[config.mk]
export PLATFORM = sky130hd
export DESIGN_NAME = register_file_sequencer
export DESIGN_NICKNAME = d
export VERILOG_FILES = /design/src/rtl/register_file_sequencer.sv
export SDC_FILE = /design/constraint.sdc
export NUM_CORES = 1
export LEC_CHECK = 0
export CAP_MARGIN = 20
export CORE_MARGIN = 3
export CORE_UTILIZATION = 39
export CTS_BUF_LIST = sky130_fd_sc_hd__clkbuf_4 sky130_fd_sc_hd__clkbuf_8
export DETAILED_ROUTE_END_ITERATION = 16
export GPL_TIMING_DRIVEN = 0
export PLACE_DENSITY = 0.81
export SETUP_SLACK_MARGIN = 0.4
export SLEW_MARGIN = 25
export SYNTH_ARGS = -nofsm -noshare
export SYNTH_HDL_FRONTEND = slang
export SYNTH_SLANG_ARGS = --single-unit
[constraint.sdc]
create_clock -name clk -period 2.24 [get_ports clk]
set_input_delay 0.448 -clock clk [delete_from_list [all_inputs] [get_ports clk]]
set_output_delay 0.448 -clock clk [all_outputs]
set_load 0.005 [all_outputs]
[src/rtl/register_file_sequencer.sv]
// Bulk-transfer engine: loads a run of consecutive registers from an input stream,
// or dumps a run onto an output stream, via the register file's write and first read port.
module register_file_sequencer #(
  parameter int unsigned DATA_WIDTH = 32,
  parameter int unsigned ADDR_WIDTH = 5
) (
  input  logic                  clk,
  input  logic                  rst,
  input  logic                  cmdValid,
  output logic                  cmdReady,
  input  logic                  cmdOp,
  input  logic [ADDR_WIDTH-1:0] cmdStart,
  input  logic [ADDR_WIDTH:0]   cmdCount,
  input  logic                  inValid,
  output logic                  inReady,
  input  logic [DATA_WIDTH-1:0] inData,
  output logic                  outValid,
  input  logic                  outReady,
  output logic [DATA_WIDTH-1:0] outData,
  output logic [ADDR_WIDTH-1:0] outIndex,
  output logic                  busy,
  output logic [ADDR_WIDTH-1:0] writeRegister,
  output logic [DATA_WIDTH-1:0] writeData,
  output logic                  writeEnable,
  output logic [ADDR_WIDTH-1:0] readRegisterOne,
  input  logic [DATA_WIDTH-1:0] readDataOne
);

  typedef enum logic [1:0] {StIdle, StLoad, StDump} state_e;

  state_e                state_q, state_d;
  logic [ADDR_WIDTH-1:0] ptr_q, ptr_d;
  logic [ADDR_WIDTH:0]   remaining_q, remaining_d;
  logic                  out_valid_q, out_valid_d;
  logic [DATA_WIDTH-1:0] out_data_q, out_data_d;
  logic [ADDR_WIDTH-1:0] out_index_q, out_index_d;

  always_comb begin
    state_d     = state_q;
    ptr_d       = ptr_q;
    remaining_d = remaining_q;
    out_valid_d = out_valid_q;
    out_data_d  = out_data_q;
    out_index_d = out_index_q;
    cmdReady    = 1'b0;
    inReady     = 1'b0;
    writeEnable = 1'b0;

    unique case (state_q)
      StIdle: begin
        cmdReady = 1'b1;
        if (cmdValid && cmdCount != '0) begin
          ptr_d       = cmdStart;
          remaining_d = cmdCount;
          state_d     = cmdOp ? StDump : StLoad;
        end
      end
      StLoad: begin
        inReady     = 1'b1;
        writeEnable = inValid;
        if (inValid) begin
          ptr_d       = ptr_q + 1'b1;
          remaining_d = remaining_q - 1'b1;
          if (remaining_q == (ADDR_WIDTH + 1)'(1)) state_d = StIdle;
        end
      end
      StDump: begin
        // Output register refills whenever it is empty or being drained this cycle.
        if ((!out_valid_q || outReady) && remaining_q != '0) begin
          out_data_d  = readDataOne;
          out_index_d = ptr_q;
          out_valid_d = 1'b1;
          ptr_d       = ptr_q + 1'b1;
          remaining_d = remaining_q - 1'b1;
        end else if (out_valid_q && outReady) begin
          out_valid_d = 1'b0;
        end
        if (remaining_q == '0 && (!out_valid_q || outReady)) state_d = StIdle;
      end
      default: state_d = StIdle;
    endcase
  end

  always_ff @(posedge clk or negedge rst) begin
    if (!rst) begin
      state_q     <= StIdle;
      ptr_q       <= '0;
      remaining_q <= '0;
      out_valid_q <= 1'b0;
      out_data_q  <= '0;
      out_index_q <= '0;
    end else begin
      state_q     <= state_d;
      ptr_q       <= ptr_d;
      remaining_q <= remaining_d;
      out_valid_q <= out_valid_d;
      out_data_q  <= out_data_d;
      out_index_q <= out_index_d;
    end
  end

  assign outValid        = out_valid_q;
  assign outData         = out_data_q;
  assign outIndex        = out_index_q;
  assign busy            = (state_q != StIdle);
  assign writeRegister   = ptr_q;
  assign writeData       = inData;
  assign readRegisterOne = ptr_q;

endmodule

Word-level counts from Yosys, hierarchy flattened
Cells that the tools add are included.
{"block": "totals", "register_bits": 51, "output_inout_bits": 84}
{"block": "op_classes", "add_sub_neg": 2, "eq_ne": 8, "muxes": 19, "n_reduce_logical": 17}
{"op": "6-bit two-way mux", "n": 3}
{"op": "6-bit one-hot mux with 3 select lines", "n": 1}
{"op": "5-bit two-way mux", "n": 3}
{"op": "5-bit one-hot mux with 3 select lines", "n": 1}
{"op": "6-bit nonzero test", "n": 2}
{"op": "2-bit two-way mux", "n": 5}
{"op": "2-bit != test (second input constant)", "n": 5}
{"op": "4-bit AND reduction", "n": 2}
{"op": "6-bit by 1-bit equality test with 1-bit output (second input constant)", "n": 1}
{"op": "6-bit logical NOT", "n": 1}
{"op": "2-bit one-hot mux with 3 select lines", "n": 1}
{"op": "6-bit by 1-bit subtractor with 6-bit output (second input constant)", "n": 1}
{"op": "5-bit by 1-bit adder with 5-bit output (second input constant)", "n": 1}
{"op": "1-bit two-way mux", "n": 5}
{"op": "1-bit logical AND", "n": 4}
{"op": "2-bit AND reduction", "n": 2}
{"op": "2-bit nonzero test", "n": 2}
{"op": "3-bit nonzero test", "n": 1}
{"op": "2-bit by 1-bit equality test with 1-bit output (second input constant)", "n": 1}
{"op": "2-bit equality test (second input constant)", "n": 1}
{"op": "2-bit logical NOT", "n": 1}
{"op": "1-bit logical NOT", "n": 1}
{"op": "1-bit logical OR", "n": 1}

Depth between registers and ports, before layout
{"block": "depth", "depth_word": 5, "depth_mapped": 7}

Least setup slack after synthesis
Ideal clock, no wire load.
{"block": "synth_timing", "path_kind": "register to register", "from": "register remaining_q[0]", "to": "register remaining_q[3]", "setup_time_ns": 0.124, "arrival_time_ns": 1.797, "required_time_ns": 2.116, "setup_slack_ns": 0.319, "path_stages_with_launch": 7, "path_buffers": 0, "cell_sequence": "dfrtp_1 -> inv_1 -> ha_1 -> and2_1 -> a221oi_2 -> nand2_1 -> a211o_2"}
{"block": "synth_between", "elab_chain_len": 4, "elab_cells_between_ends": 8, "cone_classes": "add/sub: 1; eq/ne: 1; mux: 3; reduce/logical: 3"}
{"element": "start: declaration", "line": "33", "rtl": "logic [ADDR_WIDTH:0] remaining_q, remaining_d;"}
{"element": "start signal: assignment", "line": "95", "rtl": "remaining_q <= remaining_d;"}
{"element": "parallel branches: the longest is 4 deep, another holds 6-bit by 1-bit subtractor with 6-bit output"}
Parallel ways; which one is timed is not known. The select of a mux whose other input is x is not followed.
A chain may end at the register's enable or synchronous reset.

Final worst setup path
{"block": "layout_timing", "from": "register remaining_q[1]", "to": "register ptr_q[4] (netlist: readRegisterOne[4])"}
{"block": "layout_between", "elab_chain_len": 4}
{"element": "6-bit nonzero test", "line": "69", "rtl": "if ((!out_valid_q || outReady) && remaining_q != '0) begin"}
{"element": "1-bit logical AND", "line": "69"}
{"element": "2-bit != test (no source line)"}
{"element": "4-bit AND reduction (no source line)"}
{"element": "end signal: assignment", "line": "94", "rtl": "ptr_q <= ptr_d;"}
{"element": "end: declaration", "line": "32", "rtl": "logic [ADDR_WIDTH-1:0] ptr_q, ptr_d;"}
Every way passes these cells.

==> impl_metrics.tcl <==
set metrics [dict create \
    yosys_warnings 0 \
    crit_type "register to register" \
    rows 30 \
    drt_pass1_iterations 4 \
    numClockSinks 51 \
    period_share_pct 88.3 \
    path_cells "inv_1 > ha_2 > and2_4 > a221o_2 > buf_8 > o41ai_2 > a211o_1" \
    initial_utilization_pct 41.1 \
    place.gp.congestion 0.849 \
    hold_viol 0 \
    synth_adder_area_share_pct 3.50 \
    nets 490 \
    dpl.hpwl_microns 5640 \
    pwr_density_cell_nw_per_um2 1300 \
    crit_arrival_ps 2230 \
    hold_path.class "input pin to async pin" \
    setup.worst_path.end_class "register" \
    ant_nets 0 \
    die_w_microns 91.6 \
    final_max_slew_viol_count 0 \
    grt_pass1_vias 2411 \
    drtIter0Drc 138 \
    grt_usage_pct 17.1 \
    pin_count 165 \
    antenna_found_initial 0 \
    grt-busiest-layer "met2" \
    drt-total-wl_microns 8360 \
    synthMuxAreaShare_pct 19.9 \
    finalClockSkew_ps 8.30 \
    coreArea_sq_um 6940 \
    io_buffers 132 \
    synth-simple-area-share_pct 8.85 \
    vdd_drop_max_v 0.000695 \
    die_h_microns 91.6 \
    syn_area_sq_um 2860 \
    fin_util_pct 71.1 \
    finalSetupViolCount 0 \
    cp_data_required_time_ps 2490 \
    status "complete, no violations" \
    ctsHoldBuffers 0 \
    postSynthAreaPerCell_sq_um 12.4 \
    tightest_slew_ps 642 \
    grt_max_degree 52 \
    slowest_delay_ps 430 \
    synth_area_leader_cell "dfrtp_1" \
    grt_pass1_wl_microns 11700 \
    crit_slowest_cell "a221o_2" \
    total_power_mw 6.41 \
    wl_per_cell_microns 16.8 \
    via_count 2454 \
    via_per_inst 4.93 \
    grt_use_met1_pct 20.7 \
    synthCells 231 \
    leakagePower_nw 2.17 \
    synth_xor_area_share_pct 0 \
    drive_gt1_share_pct 39.1 \
    area_growth_pct 72.9 \
    synthesis.nets 320 \
    design_area_sq_um 4940 \
    worst_setup_path_start_kind "register" \
    htreeDepth 2 \
    die-area_sq_um 8390 \
    clk_latency_ps 310 \
    placed_cell_area_sq_um 4320 \
    grt_overflow 0 \
    use_met3_pct 4.23 \
    synth_compound_area_share_pct 9.02 \
    seq_area_frac_synth_pct 44.7 \
    max_slew_margin_pct 57.2 \
    cts-root-buf "clkbuf_8" \
    cts_tree "done" \
    clockBufferDepth 2 \
    grtUsageMet2_pct 30.4 \
    fmax_mhz 506 \
    max_cap_violations 0 \
    ys_ff_latch 51 \
    clk_pin_slew_ps 100 \
    rsz0062_at_grt "yes" \
    synth_top_area_share_pct 44.7 \
    cts_made_buffers 5 \
    cp_max_fo 6 \
    yosysUniqueCellTypes 41 \
    diodes 0 \
    synth_top_family_by_area "multiplexers" \
    drc_errors 0 \
    synth.area.top_cells "dfrtp_1 45%, mux2_4 16%, buf_4 9.7%, ha_1 3.5%, mux2_2 2.8%" \
    period_needed_ps 1980 \
]
## path summary, 6_finish.rpt
path / start / endpoint / slack (ps) / depth (start not counted)
setup / recovery: remaining_q[1] / readRegisterOne[4] / 260 / 7
hold / removal: rst / outData[14] / 160 / 1
setup reg to reg: remaining_q[1] / readRegisterOne[4] / 260 / 7
hold reg to reg: outIndex[2] / outIndex[2] / 510 / 1
max in group asynchronous: rst / readRegisterOne[1] / 1610 / 1
min in group clk: outIndex[2] / outIndex[2] / 510 / 1
## report_power, final
| part | switching, mW | internal (mW) | total [mW] |
|---|---|---|---|
| clock network | 0.320 | 0.221 | 0.541 |
| registers | 0.384 | 1.41 | 1.79 |
| logic | 1.49 | 2.59 | 4.08 |
| total | 2.20 | 4.22 | 6.41 |
## cells in the mapped netlist, drive strengths merged
| master | instances |
|---|---|
| clkbuf | 2 |
| a221oi | 3 |
| o21ai | 5 |
| a31oi | 4 |
| dfrtp | 51 |
| o41ai | 2 |
| inv | 9 |
| o22ai | 1 |
| a21oi | 3 |
| mux2 | 37 |
| nand2 | 9 |
| nor2b | 5 |
| a211oi | 1 |
| o31ai | 5 |
| nand3b | 2 |
| nor2 | 4 |
| nor3b | 1 |
| nand2b | 5 |
| mux2i | 4 |
| a22o | 1 |
| and2 | 2 |
| a211o | 3 |
| nand3 | 6 |
| and3 | 2 |
| buf | 43 |
| nor4 | 5 |
| a221o | 2 |
| o32ai | 1 |
| ha | 8 |
| a41o | 1 |
| nor3 | 3 |
| a21boi | 1 |
## per-layer routing
metal  routed length [microns]  share of wire, %
met2                      4440                53
met3                       548               6.6
met5                         0                 0
met1                      3320                40
met4                        50              0.60
## final cells by class
cell class              instances  area [sq um]
clock buffers                   5          68.8
well taps                      96           120
multi-input cells             126          1380
clock inverters                 3          18.8
repair buffers                163          1640
fillers                       488          2010
flip-flops and latches         51          1280
plain buffers                  45           393
inverters                       9          33.8
## worst max-delay path: cells and delay by family, from the launching register on
family,cells,cell delay (ps)
adders and majority gates,1,220
buffers and inverters,2,280
DFF,1,390
and+or+nand+nor,1,170
AOI/OAI and AO/OA,3,860
## logic make-up after synthesis
kind of cell	Yosys count
buffers and inverters	54
flip-flops	51
AND/OR/NAND/NOR	44
multiplexers	41
AO/OA/AOI/OAI	33
adder cells (fa/ha/maj)	8
## registers in the layout (all words and copies together) (netlist names)
register and cells:
outData 32, outIndex 5, outValid 1, readRegisterOne 5, remaining_q 6, state_q 2
## cells in the final DEF, fill, tap and decap left out, types with 4 or more instances in the layout
cell type | netlist | final
buf_4 | 37 | 60
clkdlybuf4s50_1 | 0 | 125
clkbuf_8 | 0 | 5
mux2_4 | 30 | 30
nor2_1 | 4 | 4
clkbuf_16 | 0 | 4
nand2_1 | 8 | 7
dfrtp_2 | 0 | 4
nand2b_1 | 5 | 5
a31oi_1 | 4 | 4
ha_1 | 8 | 4
buf_12 | 3 | 5
mux2i_1 | 4 | 4
dfrtp_1 | 51 | 47
mux2_2 | 7 | 7
nor2b_1 | 5 | 4
buf_6 | 1 | 5
nand3_1 | 6 | 6
inv_1 | 9 | 7
## stage by stage
stage                     hold WS [ps]  std cells  setup WS (ps)  TNS (ps)
after floorplan                    152        231            393         0
after global placement             489        459           -808    -42860
after detailed placement           492        459           -346     -2100
after CTS                          188        475            267         0
after global routing               215        498            220         0
final                              165        498            262         0
## what timing repair did
item,4_1_cts,5_1_grt
buffers inserted,8,18
gates resized for setup,24,34
cloned,0,5
setup endpoints to repair,51,49
pin swaps,4,13
(Power assumes the default switching activity.)
==> edit: new RTL, same settings <==
Reset style: synchronous (`rst`), changed in one clocked block.
--- a/src/rtl/register_file_sequencer.sv
+++ b/src/rtl/register_file_sequencer.sv
@@ -81,7 +81,7 @@
     endcase
   end
 
-  always_ff @(posedge clk or negedge rst) begin
+  always_ff @(posedge clk) begin
     if (!rst) begin
       state_q     <= StIdle;
       ptr_q       <= '0;
Check against the original RTL: differs if rst is asserted again (counterexample within 4 cycles, from zero or initial values and one cycle with rst low); with rst held inactive, the same outputs for 10 cycles.
==> edit against the original RTL <==
Final cell count increased by 11%; routed wire length is 3.4% lower; area after synthesis is 9.3% lower; first-iteration DRC count decreased by 10%; setup slack gained 0.15 ns; sequential cell count unchanged; power decreased by 27%; design area is 11% lower; critical endpoint is now readRegisterOne[0].
==> edit: results (changes against the original RTL) <==
Vias=2775 (was 2454); GP Congestion=0.833 (was 0.849); YS warnings=0 (unchanged); Synth async-reset ratio=0 (was 1.00); fin cells=553 (was 498); final WL=8080 microns (was 8360 microns); Mapped Cells=320 (was 231); Worst Hold Class=reg2reg (was in2async); first-pass GRT wire length=11800 microns (was 11700 microns); post-synth cell types=39 (was 41); largest net degree at the start of global routing=16 (was 52); layout filler cell count=496 (was 488); clock group power=0.568 mW (was 0.541 mW); Post-synth top cells=nand2_1 (85), dfxtp_1 (51), a21oi_1 (47) (was dfrtp_1 (51), buf_4 (37), mux2_4 (30)); hpwl dp=5830 microns (was 5640 microns); First-pass DRT Iterations=4 (unchanged); Worst R2R Start=remaining_q[2] (was remaining_q[1]); Worst-Margin Slew=0.492 ns (was 0.642 ns); post-layout net count=564 (was 490); Comb power=2.72 mW (was 4.08 mW); net count after synthesis=409 (was 320); skew final=0.00270 ns (was 0.00830 ns); register area share after synthesis=0.394 (was 0.447); CP Launch Point=cmdCount[1] (was remaining_q[1]); worst vdd ir=0.618 mV (was 0.695 mV); GRT Total Usage=0.189 (was 0.171); Cell Area, Placed=0.00403 sq mm (was 0.00432 sq mm); crit-path max FO=5 (was 6); Sw Pwr=1.80 mW (was 2.20 mW); outcome=finished, final reports clean (unchanged); Synth Flop Type=dfxtp_1 (was dfrtp_1); antenna violations before repair=0 (unchanged); DRT iter0 DRCs=124 (was 138); vias in the first global route=2551 (was 2411); CTS H-Tree Depth=2 (unchanged)
## edit: per-stage QoR
| step | total power, mW | setup slack (ns) |
|---|---|---|
| after floorplan | 2.71 | 0.424 |
| after global placement | 3.59 | -0.160 |
| after detailed placement | 3.66 | -0.236 |
| after CTS | 4.42 | 0.398 |
| after global routing | 5.00 | 0.366 |
| final | 4.69 | 0.412 |
## edit: cell type report
type,instances,area [sq um],share of cell area
repair buffers,148,1450,0.329
multi-input cells,206,1290,0.294
flip-flops and latches,51,1030,0.235
plain buffers,53,390,0.0888
well taps,77,96.3,0.0219
clock buffers,7,90.1,0.0205
inverters,10,37.5,0.00853
clock inverters,1,8.76,0.00199
## edit: per-layer routing
metal  GRT usage  wire length (microns)  up-vias
li1            -                      -     1366
met1       0.220                   3060     1260
met2       0.347                   4260      131
met3      0.0312                    598       18
met4      0.0642                    153        0
met5           0                      0        -
## edit: critical path: stages
cell             delay (ns)
clkdlybuf4s50_1        0.46
nor4_4                 0.37
a221o_1                0.25
buf_6                  0.16
a211oi_2               0.05
o221a_2                0.28
## edit: repair_timing
action | 4_1_cts | 5_1_grt
hold buffers | 0 | 0
buffers inserted | 9 | 6
pin swaps | 6 | 6
gates cloned | 0 | 1
setup endpoints to repair | 48 | 45
gates resized for setup | 28 | 27
## edit: cells by family (layout without fill, tap and decap cells)
family	Yosys count	in the layout	share of synthesized area
AOI/OAI and AO/OA	75	75	0.195
adders and majority gates	8	8	0.0386
buffers and inverters	63	219	0.157
DFF	51	51	0.394
muxes	3	3	0.0116
and+or+nand+nor	120	120	0.204
## edit: worst paths after layout
| check | end | slack [ns] |
|---|---|---|
| setup / recovery | readRegisterOne[0] | 0.41 |
| hold / removal | outData[30] | 0.46 |
| setup reg to reg | readRegisterOne[1] | 0.44 |
| hold reg to reg | outData[30] | 0.46 |
